`src/rtl/if_id_skid_stage.sv`:
```
// IF/ID stage: two-entry skid buffer between fetch and decode,
// with flush, NOP insertion and a saturating stall counter.
module if_id_skid_stage #(
  parameter int unsigned INSTR_W = 32,
  parameter int unsigned PC_W = 30,
  parameter logic [INSTR_W-1:0] NOP_INSTR = '0,
  parameter int unsigned CNT_W = 16
) (
  input  logic               Clk,
  input  logic               Rst_n,
  input  logic               Flush,
  input  logic               In_valid,
  output logic               In_ready,
  input  logic [INSTR_W-1:0] Instr_in,
  input  logic [PC_W-1:0]    PC_in,
  output logic               Out_valid,
  input  logic               Out_ready,
  output logic [INSTR_W-1:0] Instr_out,
  output logic [PC_W-1:0]    PC_out,
  output logic [CNT_W-1:0]   Stall_cnt
);

  typedef struct packed {
    logic [INSTR_W-1:0] instr;
    logic [PC_W-1:0]    pc;
  } ent_t;

  typedef enum logic [1:0] {
    S_EMPTY,
    S_ONE,
    S_FULL
  } state_t;

  state_t r_state;
  state_t w_state_nxt;
  ent_t   r_main;
  ent_t   r_skid;
  ent_t   w_main_nxt;
  ent_t   w_skid_nxt;
  ent_t   w_in;
  logic   r_in_ready;
  logic   w_out_valid;
  logic   w_accept;
  logic   w_consume;
  logic   w_stall;
  logic [CNT_W-1:0] r_stall_cnt;

  assign w_in.instr  = Instr_in;
  assign w_in.pc     = PC_in;
  assign w_out_valid = (r_state != S_EMPTY);
  assign w_accept    = In_valid & r_in_ready;
  assign w_consume   = w_out_valid & Out_ready;
  assign w_stall     = w_out_valid & ~Out_ready & ~Flush;

  always_comb begin
    w_state_nxt = r_state;
    w_main_nxt  = r_main;
    w_skid_nxt  = r_skid;
    if (Flush) begin
      w_state_nxt = S_EMPTY;
    end else begin
      unique case (r_state)
        S_EMPTY: begin
          if (w_accept) begin
            w_main_nxt  = w_in;
            w_state_nxt = S_ONE;
          end
        end
        S_ONE: begin
          if (w_accept && w_consume) begin
            w_main_nxt = w_in;
          end else if (w_accept) begin
            w_skid_nxt  = w_in;
            w_state_nxt = S_FULL;
          end else if (w_consume) begin
            w_state_nxt = S_EMPTY;
          end
        end
        S_FULL: begin
          if (w_consume) begin
            w_main_nxt  = r_skid;
            w_state_nxt = S_ONE;
          end
        end
        default: w_state_nxt = S_EMPTY;
      endcase
    end
  end

  always_ff @(posedge Clk or negedge Rst_n) begin
    if (!Rst_n) begin
      r_state    <= S_EMPTY;
      r_main     <= '0;
      r_skid     <= '0;
      r_in_ready <= 1'b1;
    end else begin
      r_state    <= w_state_nxt;
      r_main     <= w_main_nxt;
      r_skid     <= w_skid_nxt;
      r_in_ready <= (w_state_nxt != S_FULL);
    end
  end

  // Saturates rather than wraps so long stalls stay visible.
  always_ff @(posedge Clk or negedge Rst_n) begin
    if (!Rst_n) begin
      r_stall_cnt <= '0;
    end else if (w_stall && (r_stall_cnt != '1)) begin
      r_stall_cnt <= r_stall_cnt + CNT_W'(1);
    end
  end

  assign In_ready  = r_in_ready;
  assign Out_valid = w_out_valid;
  assign Instr_out = w_out_valid ? r_main.instr : NOP_INSTR;
  assign PC_out    = w_out_valid ? r_main.pc : '0;
  assign Stall_cnt = r_stall_cnt;

endmodule
```
`config.mk`:
```
export PLATFORM = sky130hd
export DESIGN_NAME = if_id_skid_stage
export DESIGN_NICKNAME = d
export VERILOG_FILES = /design/src/rtl/if_id_skid_stage.sv
export SDC_FILE = /design/constraint.sdc
export NUM_CORES = 1
export LEC_CHECK = 0
export CAP_MARGIN = 30
export CORE_MARGIN = 2
export CORE_UTILIZATION = 40
export DETAILED_ROUTE_END_ITERATION = 7
export GPL_ROUTABILITY_DRIVEN = 0
export GPL_TIMING_DRIVEN = 0
export PLACE_DENSITY = 0.65
export SLEW_MARGIN = 0
export SYNTH_ARGS = -nofsm -noshare
export SYNTH_HDL_FRONTEND = slang
export SYNTH_SLANG_ARGS = --single-unit
export TNS_END_PERCENT = 20
```
`constraint.sdc`:
```
create_clock -name Clk -period 4.5 [get_ports Clk]
set_input_delay 0.675 -clock Clk [delete_from_list [all_inputs] [get_ports Clk]]
set_output_delay 0.675 -clock Clk [all_outputs]
set_load 0.01 [all_outputs]
```
# --- After elaboration in Yosys (flattened, before gate mapping) ---
# Index checks and enable logic that the tools add are counted.
word_totals:
  reg_bits: 143
op_classes:
  eq_ne: 7
  reduce_logical: 7
  n_addsub: 1
  bitwise_logic: 7
  muxes: 13
ops:
  columns: ["cell", "n"]
  rows:
  - ["62-bit 2-to-1 mux", 3]
  - ["62-bit one-hot mux with 3 select lines", 1]
  - ["32-bit 2-to-1 mux", 1]
  - ["30-bit 2-to-1 mux", 1]
  - ["16-bit by 1-bit adder with 16-bit output (second input constant)", 1]
  - ["16-bit != test (second input constant)", 1]
  - ["2-bit 2-to-1 mux", 6]
  - ["2-bit != test (second input constant)", 4]
  - ["2-bit one-hot mux with 3 select lines", 1]
  - ["5-bit AND reduction", 1]
  - ["1-bit bitwise AND", 4]
  - ["4-bit AND reduction", 1]
  - ["1-bit NOT", 3]
  - ["3-bit nonzero test", 1]
  - ["2-bit by 1-bit == test with 1-bit output (second input constant)", 1]
  - ["2-bit == test (second input constant)", 1]
  - ["1-bit logical AND", 2]
  - ["2-bit zero test", 1]
  - ["2-bit nonzero test", 1]

# --- Depth between registers and ports, before layout ---
# Gate-level depths: netlist of the first run.
logic_depth:
  depth_word: 8
  ltp_mapped: 6

# --- Least setup slack after synthesis of the first run ---
# Ideal clock, no wire load.
synth_path:
  kind: "register -> output"
  startpoint: "register r_state[1]"
  endpoint: "output PC_out[20]"
  required_ps: 3825
  path_stages_with_launch: 5
  t_arrival_ps: 1207
  path_buffers: 2
  path_slack_ps: 2618
  path_cell_list: "dfrtp_1 -> or2_1 -> buf_6 -> clkbuf_1 -> and2_1"
synth_via:
  elab_chain_len: 2
synth_rtl:
  columns: ["element", "line_no", "rtl"]
  rows:
  - ["from (decl)", "34", "state_t r_state;"]
  - ["from (signal assigned)", "97", "r_state <= w_state_nxt;"]
  - ["2-bit nonzero test", "50", "assign w_out_valid = (r_state != S_EMPTY);"]
  - ["via Out_valid", "16", "output logic Out_valid,"]
  - ["30-bit 2-to-1 mux", "116", "assign PC_out = w_out_valid ? r_main.pc : '0;"]
  - ["to (decl)", "19", "output logic [PC_W-1:0] PC_out,"]
# The timed path passes the listed nets, and every way through them passes these cells.

# --- Worst setup path after layout of the first run ---
layout_path:
  startpoint: "register r_state[1]"
  endpoint: "output PC_out[17]"
layout_via:
  elab_chain_len: 2
layout_rtl:
  columns: ["element", "line_no"]
  rows:
  - ["2-bit nonzero test", "50"]
  - ["30-bit 2-to-1 mux", "116"]
# Every way passes these cells.

==> results_dict.tcl, run 1 <==
set metrics [dict create \
    fin_util_pct 54.8 \
    clockBufferDepth 2 \
    cts_hold_buf 0 \
    clkPwrFrac_pct 34.0 \
    grt_usage_pct 17.6 \
    synth_nets 557 \
    reg2reg_slack_ns 2.56 \
    fin_crit_ns 3.04 \
    dpl_worst_slack_ns 1.83 \
    post_cts_resize_count 0 \
    p_seq_share_pct 46.1 \
    grt_antenna_before_repair 0 \
    syn_inst 489 \
    drt-initial-drc-count 149 \
    core_um2 16500 \
    nets 723 \
    post_drt_wl_per_cell_um 16.9 \
    fill_cells 1378 \
    vias 4383 \
    grt_start_max_net_pins 77 \
    worst_clock_skew_ns 0.00689 \
    worst_pin_slew_ns 0.658 \
    powerDensity_nw_per_um2 421 \
    p_int_mw 2.86 \
    max-cap-violations 0 \
    port_buffers 146 \
    cts_tree "built" \
    antenna_cells 0 \
    grt_pass1_wl_um 24700 \
    hold_viol 0 \
    cp-start-kind "flip-flop" \
    holdCritPathClass "in2async" \
    switchingPower_mw 0.950 \
    seq_area_frac_synth_pct 53.0 \
    yosysTopAreaCellShare_pct 52.6 \
    status "completed" \
    cts.sinks 143 \
    combPwrFrac_pct 19.9 \
    cts_setup_buffers 0 \
    h-tree-depth 4 \
    final.setup.worst_slack_ns 1.46 \
    cts-buffers-inserted 17 \
    die_w_um 134 \
    path_class "reg2out" \
    swShare_pct 24.9 \
    drc 0 \
    post-route-period-util_pct 67.6 \
    ys.warnings.count 0 \
    grt_overflow 0 \
    ant_nets 0 \
    dr.pass1.iters 4 \
    wirelength_um 15000 \
    drive_above_1_share_pct 23.9 \
    crit_required_ns 3.83 \
    ir_drop_mv 0.280 \
    syn_area_um2 6760 \
    setup_viol 0 \
    slowest_delay_ns 0.58 \
    r2r_cells 5 \
    relSlewSlack_pct 56.1 \
    synth_area_leaders "dfrtp_1 53%, mux2_2 17%, mux2_1 14%, and2_1 5.7%, xor2_1 1.8%" \
    critical_path.cell_chain "or2_1, buf_6, clkbuf_1, and2_1, clkdlybuf4s50_1" \
    r2r-end "r_skid[39]$_DFFE_PN0P_" \
    drt-vias-per-instance 4.95 \
    grt_pass1_vias 4815 \
    end_kind "primary output" \
    path_max_fanout 10 \
    total_leakage_power_nw 3.88 \
    ys_seq_elements 143 \
    worstSkewPairLatency_ns 0.42 \
    hpwl_um 10300 \
    final_max_slew_viol_count 0 \
    die_h_um 134 \
    initial_utilization_pct 40.9 \
    synth_cell_type_count 38 \
    yosysTopAreaCell "dfrtp_1" \
    root_buffer "clkbuf_16" \
    die_area_um2 17900 \
    fmax_ghz 0.329 \
    cts.clk_slew.worst_paths_ns 0.05 \
    critPathArrivalTime_ns 2.37 \
    syn_avg_cell_area_um2 13.8 \
    ioPinCount 147 \
    rsz0062_at_grt "no" \
    crit_slowest_cell "clkdlybuf4s50_1" \
    reg2reg_from "In_ready$_DFF_PN1_" \
    num_rows 47 \
    syn2layout_area_growth_pct 34.0 \
]
## cell families (layout without fill, tap and decap cells)
logic type / Yosys count / after routing / synth area share [%]
fa+ha+maj: 1 / 1 / 0.185
flops: 143 / 143 / 53.0
xor+xnor: 15 / 15 / 1.94
buf+inv: 29 / 206 / 3.07
simple gates: 109 / 109 / 10.1
compound gates: 4 / 4 / 0.426
mux: 188 / 188 / 31.3
## synth_stat cells
master	count
o21bai_1	1
nor4_1	2
nand3_1	1
and3_1	2
xor2_1	14
xnor2_1	1
and3b_1	1
buf_2	7
and4bb_1	1
nand4_1	3
nor3b_1	2
nor2b_1	2
nor2_1	4
mux2_2	102
or3_1	1
nand4b_1	1
o21a_1	1
or2_1	1
dfrtp_1	142
clkbuf_1	6
o21ai_0	1
inv_1	1
nor3b_2	1
o22a_1	1
nand2_1	12
buf_4	6
and2_1	62
buf_6	9
nor3_1	7
ha_1	1
nor2_2	1
dfstp_2	1
and3_4	1
nand2_4	1
nor4_2	2
and4_4	1
mux2i_1	1
mux2_1	85
## per-layer routing
layer	vias up	share of wire [%]	global-route usage, %
li1	2038	-	-
met1	2223	45	23.0
met2	107	48	28.5
met3	15	5.7	4.91
met4	0	1.2	5.85
met5	-	0	0
## critical path, delay by kind of cell, from the launching register on
family	cells	cell delay, ns
buffers and inverters	3	1.14
flip-flops	1	0.45
AND/OR/NAND/NOR	2	0.36
## sequential cells by signal (all words and copies together), names as in the netlist
register / flops
Stall_cnt: 16
r_skid: 62
In_ready: 1
r_state: 2
r_main: 62
## area by class of cell
class / instances / area, um^2 / area share, %
Clock buffer: 24 / 472 / 5.21
Buffer: 28 / 204 / 2.25
Timing Repair Buffer: 147 / 1490 / 16.5
Tap cell: 220 / 275 / 3.04
Multi-Input combinational cell: 317 / 2970 / 32.8
Clock inverter: 6 / 61.3 / 0.677
Inverter: 1 / 3.75 / 0.0415
Sequential cell: 143 / 3580 / 39.5
## worst max path at each step
stage | start | slack (ns) | endpoint | cells after the start
final | r_state[1]$_DFF_PN0_ | 1.46 | PC_out[17] | 5
after global routing | r_state[1]$_DFF_PN0_ | 1.23 | PC_out[19] | 5
after CTS | r_state[1]$_DFF_PN0_ | 1.37 | PC_out[17] | 5
after detailed placement | r_state[1]$_DFF_PN0_ | 1.83 | PC_out[17] | 5
after global placement | Rst_n | -3.00 | r_main[7]$_DFFE_PN0P_ | 1
after floorplan | r_state[1]$_DFF_PN0_ | 2.62 | PC_out[20] | 4
## cells in the final DEF, fill, tap and decap left out, types with 2 or more instances in the layout
| master | instances |
|---|---|
| buf_4 | 6 |
| mux2_1 | 85 |
| nor4_1 | 2 |
| clkbuf_8 | 2 |
| clkbuf_16 | 17 |
| buf_6 | 10 |
| nand4_1 | 3 |
| nor3b_1 | 2 |
| and3_1 | 2 |
| xor2_1 | 14 |
| and2_1 | 62 |
| nand2_1 | 12 |
| nor2_1 | 4 |
| clkdlybuf4s50_1 | 145 |
| dfrtp_1 | 142 |
| clkinv_2 | 3 |
| nor3_1 | 7 |
| mux2_2 | 102 |
| clkbuf_1 | 11 |
| buf_2 | 7 |
| nor2b_1 | 2 |
| nor4_2 | 2 |
## through the flow
stage	hold WS [ns]	std cells	power, mW	setup TNS, ns	instance area [um^2]
2_1_floorplan	0.379	489	2.16	0	6760
3_5_place_dp	0.474	856	2.55	0	8520
3_3_place_gp	0.467	855	2.50	-426.55	8490
4_1_cts	0.277	886	3.86	0	9050
5_1_grt	0.309	886	4.02	0	9050
6_report	0.262	886	3.81	0	9050
## power by group through the flow
stage	Clock, mW	Combinational, mW	Sequential [mW]
5_1_grt	1.39	0.832	1.80
3_3_place_gp	0	0.745	1.76
3_5_place_dp	0	0.774	1.78
4_1_cts	1.33	0.778	1.75
2_1_floorplan	0	0.428	1.73
6_report	1.30	0.760	1.75
No activity file was read; power rests on OpenSTA's default activity.
==> run 2: changes to the inputs <==
- clock period: 4.5 -> 3.17 ns (I/O delays scaled with it)
==> results of run 2 <==
The final DEF is identical to that of run 1. Status: completed.
Main changes from that run: setup slack after placement 1.83 ns -> 0.696 ns; setup slack after layout 1.46 ns -> 0.328 ns; hold slack 0.262 ns -> 0.0628 ns; register-to-register setup slack 2.56 ns -> 1.23 ns; total power 3.81 mW -> 5.41 mW; worst IR drop on VDD 0.280 mV -> 0.397 mV
==> run 3: changes to the inputs <==
- CORE_UTILIZATION: 40 -> 51
- PLACE_DENSITY: 0.65 -> 0.8
==> results_dict.tcl, run 3 (synthesized netlist as in run 1, its figures left out) <==
set metrics [dict create \
    reg2reg_from "In_ready$_DFF_PN1_" \
    dr.pass1.iters 4 \
    post_cts_resize_count 0 \
    holdCritPathClass "in2async" \
    powerDensity_nw_per_um2 610 \
    num_rows 42 \
    holdWs_ns 0.0593 \
    end_kind "primary output" \
    drt-initial-drc-count 210 \
    layout_commonest_cell "clkdlybuf4s50_1" \
    p_seq_share_pct 45.3 \
    post_drt_wl_per_cell_um 17.0 \
    cts_setup_buffers 0 \
    cp-start-kind "flip-flop" \
    status "completed" \
    fin_util_pct 69.1 \
    fill_cells 922 \
    drt-vias-per-instance 5.20 \
    mostFrequentLayoutCells "145 x clkdlybuf4s50_1, 142 x dfrtp_1, 102 x mux2_2" \
    cts_tree "built" \
    grt_start_max_net_pins 78 \
    die_h_um 119 \
    die_w_um 119 \
    setup_viol 0 \
    crit_start "r_state[1]$_DFF_PN0_" \
    hpwl_um 9990 \
    clkPwrFrac_pct 35.2 \
    rsz0062_at_grt "no" \
    antenna_cells 0 \
    fin_crit_ns 2.85 \
    max-cap-violations 0 \
    cts_hold_buf 0 \
    ir_drop_mv 0.322 \
    drive_above_1_share_pct 24.1 \
    grt_pass1_wl_um 23900 \
    ioPinCount 147 \
    path_class "reg2out" \
    syn2layout_area_growth_pct 33.9 \
    switchingPower_mw 1.33 \
    cts.clk_slew.worst_paths_ns 0.06 \
    grt_overflow 0 \
    ant_nets 0 \
    h-tree-depth 4 \
    final_max_slew_viol_count 0 \
    total_leakage_power_nw 3.90 \
    worstSkewPairLatency_ns 0.41 \
    port_buffers 146 \
    worst_pin_slew_ns 0.635 \
    post-route-period-util_pct 89.9 \
    cts.sinks 143 \
    p_int_mw 4.19 \
    core_um2 13100 \
    hold_viol 0 \
    worst_clock_skew_ns 0.00471 \
    drc 0 \
    placed_area_um2 8470 \
    finalInstanceArea_um2 9040 \
    swShare_pct 24.1 \
    cts-buffers-inserted 17 \
    critPathArrivalTime_ns 2.37 \
    path_max_fanout 10 \
    grt_antenna_before_repair 0 \
    relSlewSlack_pct 57.6 \
    grt_pass1_vias 4908 \
    crit_required_ns 2.69 \
    nets 723 \
    initial_utilization_pct 51.6 \
    grt_usage_pct 21.5 \
    clockBufferDepth 2 \
    root_buffer "clkbuf_16" \
    die_area_um2 14200 \
    fmax_ghz 0.351 \
    combPwrFrac_pct 19.5 \
    vias 4390 \
    wirelength_um 14400 \
]
==> run 3: per-stage QoR <==
stage	power, mW	instances	setup WS, ns	TNS (ns)
after CTS	5.57	844	0.282	0
after global routing	5.80	844	0.176	0
after global placement	3.53	811	-3.98	-565.59
final	5.52	844	0.321	0
after detailed placement	3.62	812	0.719	0
after floorplan	3.07	489	1.48	0
==> run 3: layout make-up <==
class / instances / area [um^2] / area share, %
plain buffers: 28 / 204 / 2.25
clock buffers: 26 / 499 / 5.52
clock inverters: 6 / 80.1 / 0.885
inverters: 1 / 3.75 / 0.0415
multi-input cells: 317 / 2970 / 32.8
flip-flops and latches: 143 / 3580 / 39.6
well taps: 176 / 220 / 2.43
repair buffers: 147 / 1490 / 16.5
==> run 3: critical path, cell delays in order (launching register included) <==
cell and delay, ns:
dfrtp_1 0.46, or2_1 0.18, buf_6 0.18, clkbuf_1 0.38, and2_1 0.20, clkdlybuf4s50_1 0.58
==> run 3: power by group through the flow <==
| stage | clock, mW | combinational, mW | sequential (mW) |
|---|---|---|---|
| floorplan | 0 | 0.608 | 2.46 |
| global placement | 0 | 1.04 | 2.49 |
| detailed placement | 0 | 1.09 | 2.53 |
| CTS | 1.97 | 1.10 | 2.50 |
| global route | 2.06 | 1.18 | 2.56 |
| finish | 1.94 | 1.08 | 2.50 |
==> run 3: worst paths after layout <==
path | endpoint | slack (ns) | cells after the start
min in group Clk | r_skid[18]$_DFFE_PN0P_ | 0.49 | 1
setup reg to reg | r_skid[36]$_DFFE_PN0P_ | 1.21 | 5
max in group asynchronous | In_ready$_DFF_PN1_ | 2.30 | 2
hold / removal | r_skid[35]$_DFFE_PN0P_ | 0.06 | 1
setup / recovery | PC_out[16] | 0.32 | 5
hold reg to reg | r_skid[18]$_DFFE_PN0P_ | 0.49 | 1
==> run 3: per-layer routing <==
layer | up-vias | part of all wire [%] | track usage (%) | routed length, um
met3 | 21 | 5.7 | 5.84 | 817
li1 | 2045 | - | - | -
met4 | 0 | 1.8 | 7.51 | 254
met2 | 130 | 49 | 36.6 | 7050
met1 | 2194 | 43 | 26.4 | 6240
met5 | - | 0 | 0 | 0
